==> src/rtl/seq_block_cla_subtractor.sv <==
// Multi-cycle subtractor: D = X + ~Y + 1, evaluated one BLK-bit carry look-ahead
// block per cycle with the inter-block carry held in a register. Valid/ready on both sides.
module seq_block_cla_subtractor #(
  parameter int unsigned WIDTH = 15,
  parameter int unsigned BLK   = 4
) (
  input  logic             clk,
  input  logic             rst_n,
  input  logic             in_valid,
  output logic             in_ready,
  input  logic [WIDTH-1:0] x,
  input  logic [WIDTH-1:0] y,
  output logic             out_valid,
  input  logic             out_ready,
  output logic [WIDTH:0]   d
);

  localparam int unsigned NBLK  = (WIDTH + BLK - 1) / BLK;
  localparam int unsigned LASTW = WIDTH - (NBLK - 1) * BLK;
  localparam int unsigned IDXW  = (NBLK > 1) ? $clog2(NBLK) : 1;
  localparam int unsigned IW    = (WIDTH > 1) ? $clog2(WIDTH) : 1;

  typedef enum logic [1:0] {
    S_IDLE,
    S_BUSY,
    S_DONE
  } state_t;

  state_t            state_q;
  logic [WIDTH-1:0]  a_q;
  logic [WIDTH-1:0]  b_q;
  logic              carry_q;
  logic [IDXW-1:0]   idx_q;
  logic [WIDTH:0]    res_q;
  logic              out_valid_q;

  logic              accept;
  logic              blk_last;
  int unsigned       blk_base;
  logic [BLK-1:0]    blk_a;
  logic [BLK-1:0]    blk_b;
  logic [BLK-1:0]    blk_g;
  logic [BLK-1:0]    blk_p;
  logic [BLK:0]      blk_c;
  logic [BLK-1:0]    blk_s;
  logic [WIDTH-1:0]  sum_d;
  logic              cout_d;

  assign in_ready  = (state_q == S_IDLE) || ((state_q == S_DONE) && out_ready);
  assign accept    = in_valid && in_ready;
  assign out_valid = out_valid_q;
  assign d         = res_q;
  assign blk_last  = (idx_q == IDXW'(NBLK - 1));

  // Current block datapath; bit positions beyond WIDTH in the last block read as 0
  // (g=p=0), so the block carry-out is taken at the last valid bit.
  always_comb begin
    logic acc;
    logic term;
    blk_base = BLK * 32'(idx_q);
    blk_a    = '0;
    blk_b    = '0;
    for (int unsigned j = 0; j < BLK; j++) begin
      if (blk_base + j < WIDTH) begin
        blk_a[j] = a_q[IW'(blk_base + j)];
        blk_b[j] = b_q[IW'(blk_base + j)];
      end
    end
    blk_g    = blk_a & blk_b;
    blk_p    = blk_a ^ blk_b;
    blk_c    = '0;
    blk_c[0] = carry_q;
    for (int unsigned i = 0; i < BLK; i++) begin
      acc = carry_q;
      for (int unsigned k = 0; k <= i; k++) begin
        acc = acc & blk_p[k];
      end
      for (int unsigned j = 0; j <= i; j++) begin
        term = blk_g[j];
        for (int unsigned k = j + 1; k <= i; k++) begin
          term = term & blk_p[k];
        end
        acc = acc | term;
      end
      blk_c[i+1] = acc;
    end
    blk_s = blk_p ^ blk_c[BLK-1:0];
    sum_d = res_q[WIDTH-1:0];
    for (int unsigned j = 0; j < BLK; j++) begin
      if (blk_base + j < WIDTH) begin
        sum_d[IW'(blk_base + j)] = blk_s[j];
      end
    end
    cout_d = blk_last ? blk_c[LASTW] : blk_c[BLK];
  end

  always_ff @(posedge clk or negedge rst_n) begin
    if (!rst_n) begin
      state_q     <= S_IDLE;
      a_q         <= '0;
      b_q         <= '0;
      carry_q     <= 1'b0;
      idx_q       <= '0;
      res_q       <= '0;
      out_valid_q <= 1'b0;
    end else if (accept) begin
      // Accept from IDLE, or consume-and-accept in the same edge from DONE.
      state_q     <= S_BUSY;
      a_q         <= x;
      b_q         <= ~y;
      carry_q     <= 1'b1;
      idx_q       <= '0;
      res_q       <= '0;
      out_valid_q <= 1'b0;
    end else begin
      case (state_q)
        S_BUSY: begin
          res_q[WIDTH-1:0] <= sum_d;
          carry_q          <= cout_d;
          if (blk_last) begin
            res_q[WIDTH] <= cout_d;
            idx_q        <= '0;
            out_valid_q  <= 1'b1;
            state_q      <= S_DONE;
          end else begin
            idx_q <= idx_q + IDXW'(1);
          end
        end
        S_DONE: begin
          if (out_ready) begin
            out_valid_q <= 1'b0;
            state_q     <= S_IDLE;
          end
        end
        default: begin
          state_q <= S_IDLE;
        end
      endcase
    end
  end

endmodule
==> config.mk <==
export PLATFORM = sky130hd
export DESIGN_NAME = seq_block_cla_subtractor
export DESIGN_NICKNAME = d
export VERILOG_FILES = /design/src/rtl/seq_block_cla_subtractor.sv
export SDC_FILE = /design/constraint.sdc
export NUM_CORES = 1
export LEC_CHECK = 0
export CAP_MARGIN = 20
export CORE_MARGIN = 2
export CORE_UTILIZATION = 45
export DETAILED_ROUTE_END_ITERATION = 10
export GPL_TIMING_DRIVEN = 0
export PLACE_DENSITY_LB_ADDON = 0.15
export REMOVE_ABC_BUFFERS = 1
export SLEW_MARGIN = 20
export SYNTH_ARGS = -nofsm -noshare
export SYNTH_HDL_FRONTEND = slang
export SYNTH_SLANG_ARGS = --single-unit
==> constraint.sdc <==
create_clock -name clk -period 2.8 [get_ports clk]
set_input_delay 0.56 -clock clk [delete_from_list [all_inputs] [get_ports clk]]
set_output_delay 0.56 -clock clk [all_outputs]
set_load 0.01 [all_outputs]
==> reports/qor.yml, run 1 <==
numPortBuffers: 51
core_area_um2: 5170
clock_latency_ps: 300
die_h_um: 77.9
area_delta_synth_final_pct: 24.6
cts_tree: "built"
timing.fmax_mhz: 382
switchingPower_mw: 1.54
synth.area.top_cells: "dfrtp_1 (53%), nand2_1 (12%), mux4_2 (5.5%)"
synth_ff_type: "dfrtp_1"
worst_slew_pin_slew_ps: 786
async_flop_share_pct: 100
clkPwrFrac_pct: 10.8
die_x_um: 77.9
criticalPathCategory: "register to register"
hold_class: "input port to asynchronous set/reset pin"
grt_max_degree: 53
total_power_mw: 3.72
whs_ps: 283
cp.arrival_ps: 2810
post-cts-setup-buffers: 0
multi_input_area_um2: 1070
fin_skew_ps: 6.29
synth_area_per_cell_um2: 10.1
remaining_drc_errors: 0
clock_sinks: 52
reg2reg_from: "idx_q[0]$_DFFE_PN0P_"
p_int_mw: 2.19
vdd_drop_max_uv: 443
die_area_um2: 6070
synth-seq-cells: 52
worstPathMaxFanout: 12
p_leak_nw: 1.38
drv_cap: 0
rows: 26
placed_cells: 350
synth_cells: 242
yosys.area.top_type_share_pct: 53.0
synth_top_area_cell: "dfrtp_1"
drt_iter0_drc: 130
synthDistinctLibCells: 31
ff_latch_area_um2: 1300
r2r_slack_ps: 180
gp_congestion: 0.718
cts_htree_levels: 2
cp.required_ps: 2990
cts-root-buf: "clkbuf_8"
antenna_found_initial: 0
nFillCells: 470
switching_share_pct: 41.3
period_share_pct: 93.5
grt_pass1_vias: 1764
p_comb_share_pct: 53.2
design_area_um2: 3060
nets: 331
grt_pass1_wl_um: 8540
r2r_cells: 7
drt_pass1_iterations: 4
cts_buffer_depth: 2
cts_made_buffers: 5
critPathLaunchType: "register"
finalHoldViolCount: 0
clk_pin_slew_ps: 90
dpl_cell_area_um2: 2980
status: "complete, no violations"
pwr-share-seq_pct: 36.1
setup_viol_count_final: 0
slew_viol_final: 0
initial_core_util_pct: 47.5
relSlewSlack_pct: 47.4
final_cells: 357
min_period_ps: 2620
ant_nets: 0
grt_usage_pct: 17.9
yosysWarningCount: 0
wl_um: 4720
drive_above_1_share_pct: 7.32
syn-cell-area_um2: 2460
timing.rr.end: "d[15]$_DFFE_PN0P_"
grt_remaining_overflow: 0
num_antenna_cells: 0
cp-end-kind: "register"
fin_tns_setup_ps: 0
synth_edf_count: 0
dp_hpwl_um: 3160
seq_area_frac_synth_pct: 53.0
hold_buffers: 0
rsz0062_at_grt: "no"
io_pins: 52
vias: 1811
power.density_cell_area_nw_per_um2: 1220
avgViaCountPerCell: 5.07
routedWlPerCell_um: 13.2
## Yosys cell counts, drive strengths merged, types with 3 or more instances
cell type,n
a311oi,3
a21oi,15
dfrtp,52
a32o,5
buf,12
nor2b,5
xnor2,3
nand2,76
mux4,6
o21ai,23
nand3,6
nor2,9
ha,9
## what timing repair did
| action | in CTS | in global routing |
|---|---|---|
| setup endpoints to repair | 5 | 0 |
| resized for setup | 1 | 0 |
| endpoints found under the hold margin | 0 | 0 |
## logic make-up after synthesis
| group | count (synthesis) | synth area share, % |
|---|---|---|
| buffers and inverters | 16 | 3.87 |
| AND/OR/NAND/NOR | 100 | 16.6 |
| flip-flops | 52 | 53.0 |
| adder cells (fa/ha/maj) | 10 | 5.40 |
| AO/OA/AOI/OAI | 53 | 13.8 |
| multiplexers | 8 | 6.32 |
| XOR/XNOR | 3 | 1.07 |
## worst max path at each step
| stage | startpoint | depth (start not counted) | endpoint | slack, ps |
|---|---|---|---|---|
| 3_3_place_gp | rst_n | 1 | a_q[7]$_DFFE_PN0P_ | -410 |
| 6_report | idx_q[0]$_DFFE_PN0P_ | 7 | d[15]$_DFFE_PN0P_ | 180 |
| 4_1_cts | idx_q[0]$_DFFE_PN0P_ | 7 | d[14]$_DFFE_PN0P_ | 130 |
| 5_1_grt | idx_q[0]$_DFFE_PN0P_ | 7 | d[15]$_DFFE_PN0P_ | 20 |
| 2_1_floorplan | idx_q[0]$_DFFE_PN0P_ | 7 | d[15]$_DFFE_PN0P_ | 250 |
| 3_5_place_dp | idx_q[0]$_DFFE_PN0P_ | 7 | d[10]$_DFFE_PN0P_ | -50 |
## cell usage in the layout (no fill, tap or decap), types with 2 or more instances in the layout
| master | count |
|---|---|
| clkbuf_8 | 5 |
| nand2_1 | 75 |
| a32o_1 | 5 |
| a21oi_1 | 13 |
| nor2b_1 | 4 |
| o2bb2ai_1 | 2 |
| nand3_1 | 6 |
| inv_1 | 2 |
| o21ai_0 | 22 |
| nand2b_1 | 2 |
| ha_1 | 9 |
| clkdlybuf4s50_1 | 50 |
| mux2i_1 | 2 |
| mux4_2 | 6 |
| xnor2_1 | 3 |
| nor2_1 | 9 |
| a21oi_2 | 2 |
| dfrtp_1 | 51 |
| a311oi_1 | 2 |
## power groups by stage
stage | Sequential (mW) | Clock (mW) | Combinational (mW)
CTS | 1.35 | 0.410 | 2.01
global route | 1.40 | 0.447 | 2.26
finish | 1.34 | 0.400 | 1.98
floorplan | 1.33 | 0 | 1.32
detailed placement | 1.37 | 0 | 1.99
global placement | 1.35 | 0 | 1.95
## final cells by class
cell class                      instances  share of cell area (%)
Clock buffer                            6                    2.37
Clock inverter                          1                   0.164
Inverter                                2                   0.245
Multi-Input combinational cell        174                    34.8
Sequential cell                        52                    42.6
Tap cell                               70                    2.86
Timing Repair Buffer                   52                    17.0
## metrics by stage
stage | util [%] | setup WS [ps]
2_1_floorplan | - | 248
3_3_place_gp | 57.4 | -412
3_5_place_dp | 57.6 | -52.0
4_1_cts | 59.1 | 134
5_1_grt | 59.2 | 24.0
6_report | 59.2 | 182
## sequential cells by signal (all words and copies together), names as in the netlist
signal / flops
a_q: 15
b_q: 15
carry_q: 1
d: 16
idx_q: 2
out_valid: 1
state_q: 2
## worst max-delay path, stage by stage, from the launching register on
cell and delay [ps]:
dfrtp_2 590, mux4_2 600, ha_1 320, ha_1 200, o21a_1 180, nor2_1 140, o2bb2ai_1 180, a2bb2o_1 290
## layer usage
| layer | up-vias | part of all wire (%) | GRT usage (%) |
|---|---|---|---|
| met2 | 45 | 46 | 27.2 |
| met5 | - | 0 | 0 |
| met1 | 838 | 48 | 25.3 |
| met4 | 0 | 1.4 | 5.18 |
| li1 | 921 | - | - |
| met3 | 7 | 5.1 | 4.65 |
Power figures use the tool's default switching activity.
==> run 2: changes to the inputs <==
- DONT_BUFFER_PORTS: not set -> 1
==> run 2 against run 1 <==
Net effect:
- sequential share of layout area increased by 7.3 points
- via count decreased by 8.8%
- first-iteration DRC count decreased by 56%
==> reports/qor.yml, run 2 (same netlist as run 1, synthesis figures left out) <==
cts_buffer_depth: 2  # unchanged
min_period_ps: 2630  # was 2620 ps
p_int_mw: 2.01  # was 2.19 mW
r2r_slack_ps: 170  # was 180 ps
dpl_cell_area_um2: 2500  # was 2980 um2
cp.required_ps: 2990  # about the same
setup_viol_count_final: 0  # unchanged
cp-startpoint: "idx_q[0]$_DFFE_PN0P_"  # unchanged
layout_common_cells: "nand2_1 (75), dfrtp_1 (51), o21ai_0 (22)"  # was nand2_1 (75), dfrtp_1 (51), clkdlybuf4s50_1 (50)
total_power_mw: 3.53  # was 3.72 mW
grt_usage_pct: 17.5  # was 17.9%
cp_common_cell: "ha_1"  # unchanged
cp-end-kind: "register"  # unchanged
post-cts-setup-buffers: 0  # unchanged
cp.arrival_ps: 2810  # about the same
rsz0062_at_grt: "no"  # unchanged
slowest_stage: "dfrtp_2"  # was mux4_2
status: "complete, no violations"  # unchanged
die_area_um2: 6070  # unchanged
reg2reg_from: "idx_q[0]$_DFFE_PN0P_"  # unchanged
worst_slew_pin_slew_ps: 620  # was 786 ps
num_antenna_cells: 0  # unchanged
rows: 26  # unchanged
met2_length_um: 2240  # was 2150 um
switching_share_pct: 43.0  # was 41.3%
vdd_drop_max_uv: 504  # was 443 uV
critPathLaunchType: "register"  # unchanged
drv_cap: 0  # unchanged
numPortBuffers: 0  # was 51
placed_cells: 300  # was 350
clock_latency_ps: 300  # about the same
period_share_pct: 93.8  # was 93.5%
area_delta_synth_final_pct: 6.32  # was 24.6%
m1WireLength_um: 2160  # was 2260 um
cts_htree_levels: 2  # unchanged
antenna_found_initial: 0  # unchanged
fin_skew_ps: 8.16  # was 6.29 ps
crit_chain: "mux4_2 -> ha_1 -> ha_1 -> o21a_1 -> nor2_1 -> o2bb2ai_1 -> a2bb2o_1"  # unchanged
gp_congestion: 0.697  # was 0.718
pwr-share-seq_pct: 39.6  # was 36.1%
grt_pass1_wl_um: 8270  # was 8540 um
largest_register_ffs: 16  # unchanged
dr_wl_met3_um: 305  # was 240 um
finalHoldViolCount: 0  # unchanged
initial_core_util_pct: 47.5  # unchanged
top_layer: "met4"  # unchanged
io_pins: 52  # unchanged
relSlewSlack_pct: 58.6  # was 47.4%
cts-root-buf: "clkbuf_8"  # unchanged
grt_pass1_vias: 1695  # was 1764
routedWlPerCell_um: 15.5  # was 13.2 um
slew_viol_final: 0  # unchanged
timing.fmax_mhz: 381  # was 382 MHz
drive_above_1_share_pct: 9.66  # was 7.32%
final_cells: 308  # was 357
avgViaCountPerCell: 5.36  # was 5.07
die_x_um: 77.9  # unchanged
hold_class: "input port to asynchronous set/reset pin"  # unchanged
mostFrequentLayoutCell: "nand2_1"  # unchanged
cts_made_buffers: 5  # unchanged
slowest_delay_ps: 590  # was 600 ps
core_area_um2: 5170  # unchanged
cts_tree: "built"  # unchanged
clock_sinks: 52  # unchanged
power.density_cell_area_nw_per_um2: 1350  # was 1220 nW/um2
p_leak_nw: 1.21  # was 1.38 nW
remaining_drc_errors: 0  # unchanged
ant_nets: 0  # unchanged
drt_iter0_drc: 57  # was 130
p_comb_share_pct: 48.8  # was 53.2%
nets: 282  # was 331
grt_max_degree: 53  # unchanged
vias: 1651  # was 1811
wl_um: 4760  # was 4720 um
grt_remaining_overflow: 0  # unchanged
clkPwrFrac_pct: 11.5  # was 10.8%
die_h_um: 77.9  # unchanged
worstPathMaxFanout: 12  # unchanged
criticalPathCategory: "register to register"  # unchanged
drt_pass1_iterations: 5  # was 4
dp_hpwl_um: 3220  # was 3160 um
clk_pin_slew_ps: 90  # about the same
design_area_um2: 2610  # was 3060 um2
switchingPower_mw: 1.52  # was 1.54 mW
[run 2: through the flow]
stage	utilization [%]	setup WS, ps	TNS (ps)	hold WS, ps
6_report	50.5	174	0	108
5_1_grt	50.5	43.7	0	112
4_1_cts	50.5	140	0	107
3_5_place_dp	48.3	-49.4	-233	266
3_3_place_gp	47.5	-40.7	-171	266
2_1_floorplan	-	248	0	264
[run 2: path summary, 6_finish.rpt]
path                                   endpoint  cells after the start
min reg2reg                  a_q[1]$_DFFE_PN0P_                      2
min in group clk             b_q[4]$_DFFE_PN0P_                      1
min                          b_q[6]$_DFFE_PN0P_                      1
max reg2reg                   d[15]$_DFFE_PN0P_                      7
max                           d[15]$_DFFE_PN0P_                      7
max in group asynchronous  idx_q[0]$_DFFE_PN0P_                      1
[run 2: repair_timing]
| item | in CTS | in global routing |
|---|---|---|
| hold buffers | 1 | 0 |
| resized for setup | 1 | 0 |
| endpoints found under the hold margin | 52 | 0 |
| setup endpoints to repair | 5 | 0 |
[run 2: routing by layer]
metal | track usage [%] | vias to the layer above
met4 | 5.89 | 0
li1 | - | 814
met5 | 0 | -
met2 | 28.2 | 39
met3 | 5.47 | 5
met1 | 22.4 | 793
[run 2: final cells by class]
cell class              instances  area, um2
well taps                      70       87.6
clock inverters                 2       12.5
repair buffers                  3       66.3
clock buffers                   5       68.8
multi-input cells             174       1070
inverters                       2       7.51
flip-flops and latches         52       1300
fillers                       466       2560
[run 2: worst max-delay path, delay by kind of cell (launching register included)]
kind | cells | cell delay (ps)
AO/OA/AOI/OAI | 3 | 660
multiplexers | 1 | 590
AND/OR/NAND/NOR | 1 | 160
flip-flops | 1 | 590
adder cells (fa/ha/maj) | 2 | 510
[run 2: power by group through the flow]
stage                     Sequential (mW)  Combinational (mW)  Clock [mW]
after floorplan                      1.33                1.32           0
after global placement               1.41                1.67           0
after detailed placement             1.43                1.72           0
after CTS                            1.41                1.75       0.421
after global routing                 1.46                2.00       0.447
final                                1.40                1.72       0.406
==> run 3: changes to the inputs <==
--- a/config.mk
+++ b/config.mk
@@ -8,8 +8,9 @@
 export CAP_MARGIN = 20
 export CORE_MARGIN = 2
-export CORE_UTILIZATION = 45
+export CORE_UTILIZATION = 53
 export DETAILED_ROUTE_END_ITERATION = 10
 export DONT_BUFFER_PORTS = 1
 export GPL_TIMING_DRIVEN = 0
+export HOLD_SLACK_MARGIN = 0.08
 export PLACE_DENSITY_LB_ADDON = 0.15
 export REMOVE_ABC_BUFFERS = 1
==> constraint.sdc (replaced) <==
create_clock -name clk -period 2.8 [get_ports clk]
set_input_delay 0.56 -clock clk [delete_from_list [all_inputs] [get_ports clk]]
set_output_delay 0.56 -clock clk [all_outputs]
set_load 0.02 [all_outputs]
==> run 3 against run 2 <==
Net effect:
- critical path depth unchanged
- die area decreased by 14%
- clock skew about the same
- worst hold slack got worse by 9.3 ps
- flip-flop and latch count unchanged
- power increased by 2.2%
- first-iteration DRC count increased by 74%
- sequential share of layout area increased by 0.73 points
- combinational power about the same
- largest cell class unchanged
==> reports/qor.yml, run 3 (same netlist as run 1, synthesis figures left out) <==
crit_chain: "mux4_2 -> ha_1 -> ha_1 -> o21a_1 -> nor2_1 -> o2bb2ai_1 -> a2bb2o_1"  # unchanged
met2_length_um: 2020  # was 2240 um
drt_iter0_drc: 99  # was 57
cts-root-buf: "clkbuf_8"  # unchanged
post-cts-setup-buffers: 0  # unchanged
p_leak_nw: 1.20  # was 1.21 nW
m1WireLength_um: 2120  # was 2160 um
p_int_mw: 2.02  # was 2.01 mW
grt_max_degree: 53  # unchanged
nets: 281  # was 282
cts_made_buffers: 5  # unchanged
grt_usage_pct: 20.1  # was 17.5%
vias: 1654  # was 1651
vdd_drop_max_uv: 555  # was 504 uV
grt_remaining_overflow: 0  # unchanged
slew_viol_final: 0  # unchanged
criticalPathCategory: "register to register"  # unchanged
drt_pass1_iterations: 4  # was 5
wl_um: 4540  # was 4760 um
die_h_um: 72.1  # was 77.9 um
setup_slack_ps: 141  # was 174 ps
clock_latency_ps: 310  # was 300 ps
power.density_cell_area_nw_per_um2: 1400  # was 1350 nW/um2
antenna_found_initial: 0  # unchanged
worstPathMaxFanout: 12  # unchanged
die_area_um2: 5190  # was 6070 um2
rows: 24  # was 26
slowest_delay_ps: 600  # was 590 ps
pwr-share-seq_pct: 40.5  # was 39.6%
setup_viol_count_final: 0  # unchanged
dr_wl_met3_um: 327  # was 305 um
relSlewSlack_pct: 46.1  # was 58.6%
clk_pin_slew_ps: 90  # about the same
core_area_um2: 4410  # was 5170 um2
worst_slew_pin_slew_ps: 805  # was 620 ps
cp_common_cell: "ha_1"  # unchanged
crit_family: "compound AO/OA/AOI/OAI gates"  # unchanged
drive_above_1_share_pct: 9.24  # was 9.66%
ant_nets: 0  # unchanged
period_share_pct: 95.0  # was 93.8%
avgViaCountPerCell: 5.70  # was 5.36
gp_congestion: 0.728  # was 0.697
cp.required_ps: 2990  # about the same
rsz0062_at_grt: "no"  # unchanged
area_delta_synth_final_pct: 4.79  # was 6.32%
cts_tree: "built"  # unchanged
mostFrequentLayoutCell: "nand2_1"  # unchanged
clkPwrFrac_pct: 12.2  # was 11.5%
whs_ps: 98.7  # was 108 ps
remaining_drc_errors: 0  # unchanged
grt_pass1_wl_um: 7960  # was 8270 um
io_pins: 52  # unchanged
utilization_pct: 58.3  # was 50.5%
finalHoldViolCount: 0  # unchanged
dp_hpwl_um: 2980  # was 3220 um
hold_class: "input port to asynchronous set/reset pin"  # unchanged
top_layer: "met4"  # unchanged
switchingPower_mw: 1.59  # was 1.52 mW
fin_tns_setup_ps: 0  # unchanged
dp_slack_ps: -80.0  # was -49.4 ps
switching_share_pct: 44.0  # was 43.0%
fin_skew_ps: 8.65  # was 8.16 ps
num_antenna_cells: 0  # unchanged
initial_core_util_pct: 55.6  # was 47.5%
crit_buf_inv: 0  # unchanged
cts_htree_levels: 2  # unchanged
layout_common_cells: "nand2_1 (75), dfrtp_1 (51), o21ai_0 (22)"  # unchanged
grt_pass1_vias: 1662  # was 1695
largest_register_ffs: 16  # unchanged
cp.arrival_ps: 2850  # was 2810 ps
cts_buffer_depth: 2  # unchanged
routedWlPerCell_um: 15.7  # was 15.5 um
p_comb_share_pct: 47.3  # was 48.8%
clock_sinks: 52  # unchanged
status: "complete, no violations"  # unchanged
drv_cap: 0  # unchanged
timing.fmax_mhz: 376  # was 381 MHz
min_period_ps: 2660  # was 2630 ps
numPortBuffers: 0  # unchanged
cp-end-kind: "register"  # unchanged
slowest_stage: "mux4_2"  # was dfrtp_2
critPathLaunchType: "register"  # unchanged
die_x_um: 72.1  # was 77.9 um
## run 3: path summary, 6_finish.rpt
kind | start | endpoint | slack [ps] | cells past startpoint
worst min register to register | a_q[3]$_DFFE_PN0P_ | a_q[3]$_DFFE_PN0P_ | 480 | 2
worst min-delay path | rst_n | d[13]$_DFFE_PN0P_ | 100 | 1
max in group asynchronous | rst_n | idx_q[0]$_DFFE_PN0P_ | 2470 | 1
worst max-delay path | idx_q[0]$_DFFE_PN0P_ | d[15]$_DFFE_PN0P_ | 140 | 7
min in group clk | y[5] | b_q[5]$_DFFE_PN0P_ | 350 | 1
worst max register to register | idx_q[0]$_DFFE_PN0P_ | d[15]$_DFFE_PN0P_ | 140 | 7
## run 3: per-stage QoR
step	std cells	power, mW	instance area, um2
global placement	280	3.12	2430
CTS	290	3.66	2570
finish	290	3.61	2570
detailed placement	281	3.19	2450
global route	290	3.99	2570
floorplan	228	2.73	2370
## run 3: what timing repair did
action                     4_1_cts  5_1_grt
setup endpoints to repair        5        0
hold buffers                     1        0
hold endpoints to repair        52        0
resized for setup                1        0
## run 3: final cells by class
type / instances / area, um2
Fill cell: 410 / 1840
Tap cell: 52 / 65.1
Sequential cell: 52 / 1300
Timing Repair Buffer: 2 / 38.8
Clock inverter: 1 / 7.51
Inverter: 2 / 7.51
Multi-Input combinational cell: 174 / 1070
Clock buffer: 7 / 86.3
## run 3: worst register-to-register path: stages, from the launching register on
cell	delay, ps
dfrtp_2	590
mux4_2	610
ha_1	310
ha_1	190
o21a_1	180
nor2_1	150
o2bb2ai_1	180
a2bb2o_1	330
## run 3: power by group through the flow
stage               combinational (mW)  sequential, mW  clock, mW
finish                            1.70            1.46      0.441
global route                      1.98            1.52      0.483
CTS                               1.74            1.47      0.454
detailed placement                1.71            1.49          0
global placement                  1.64            1.48          0
floorplan                         1.33            1.40          0
## run 3: routing by layer
layer	GRT usage [%]	vias up
met2	29.8	45
met1	28.2	788
li1	-	814
met3	6.39	7
met4	6.92	0
met5	0	-
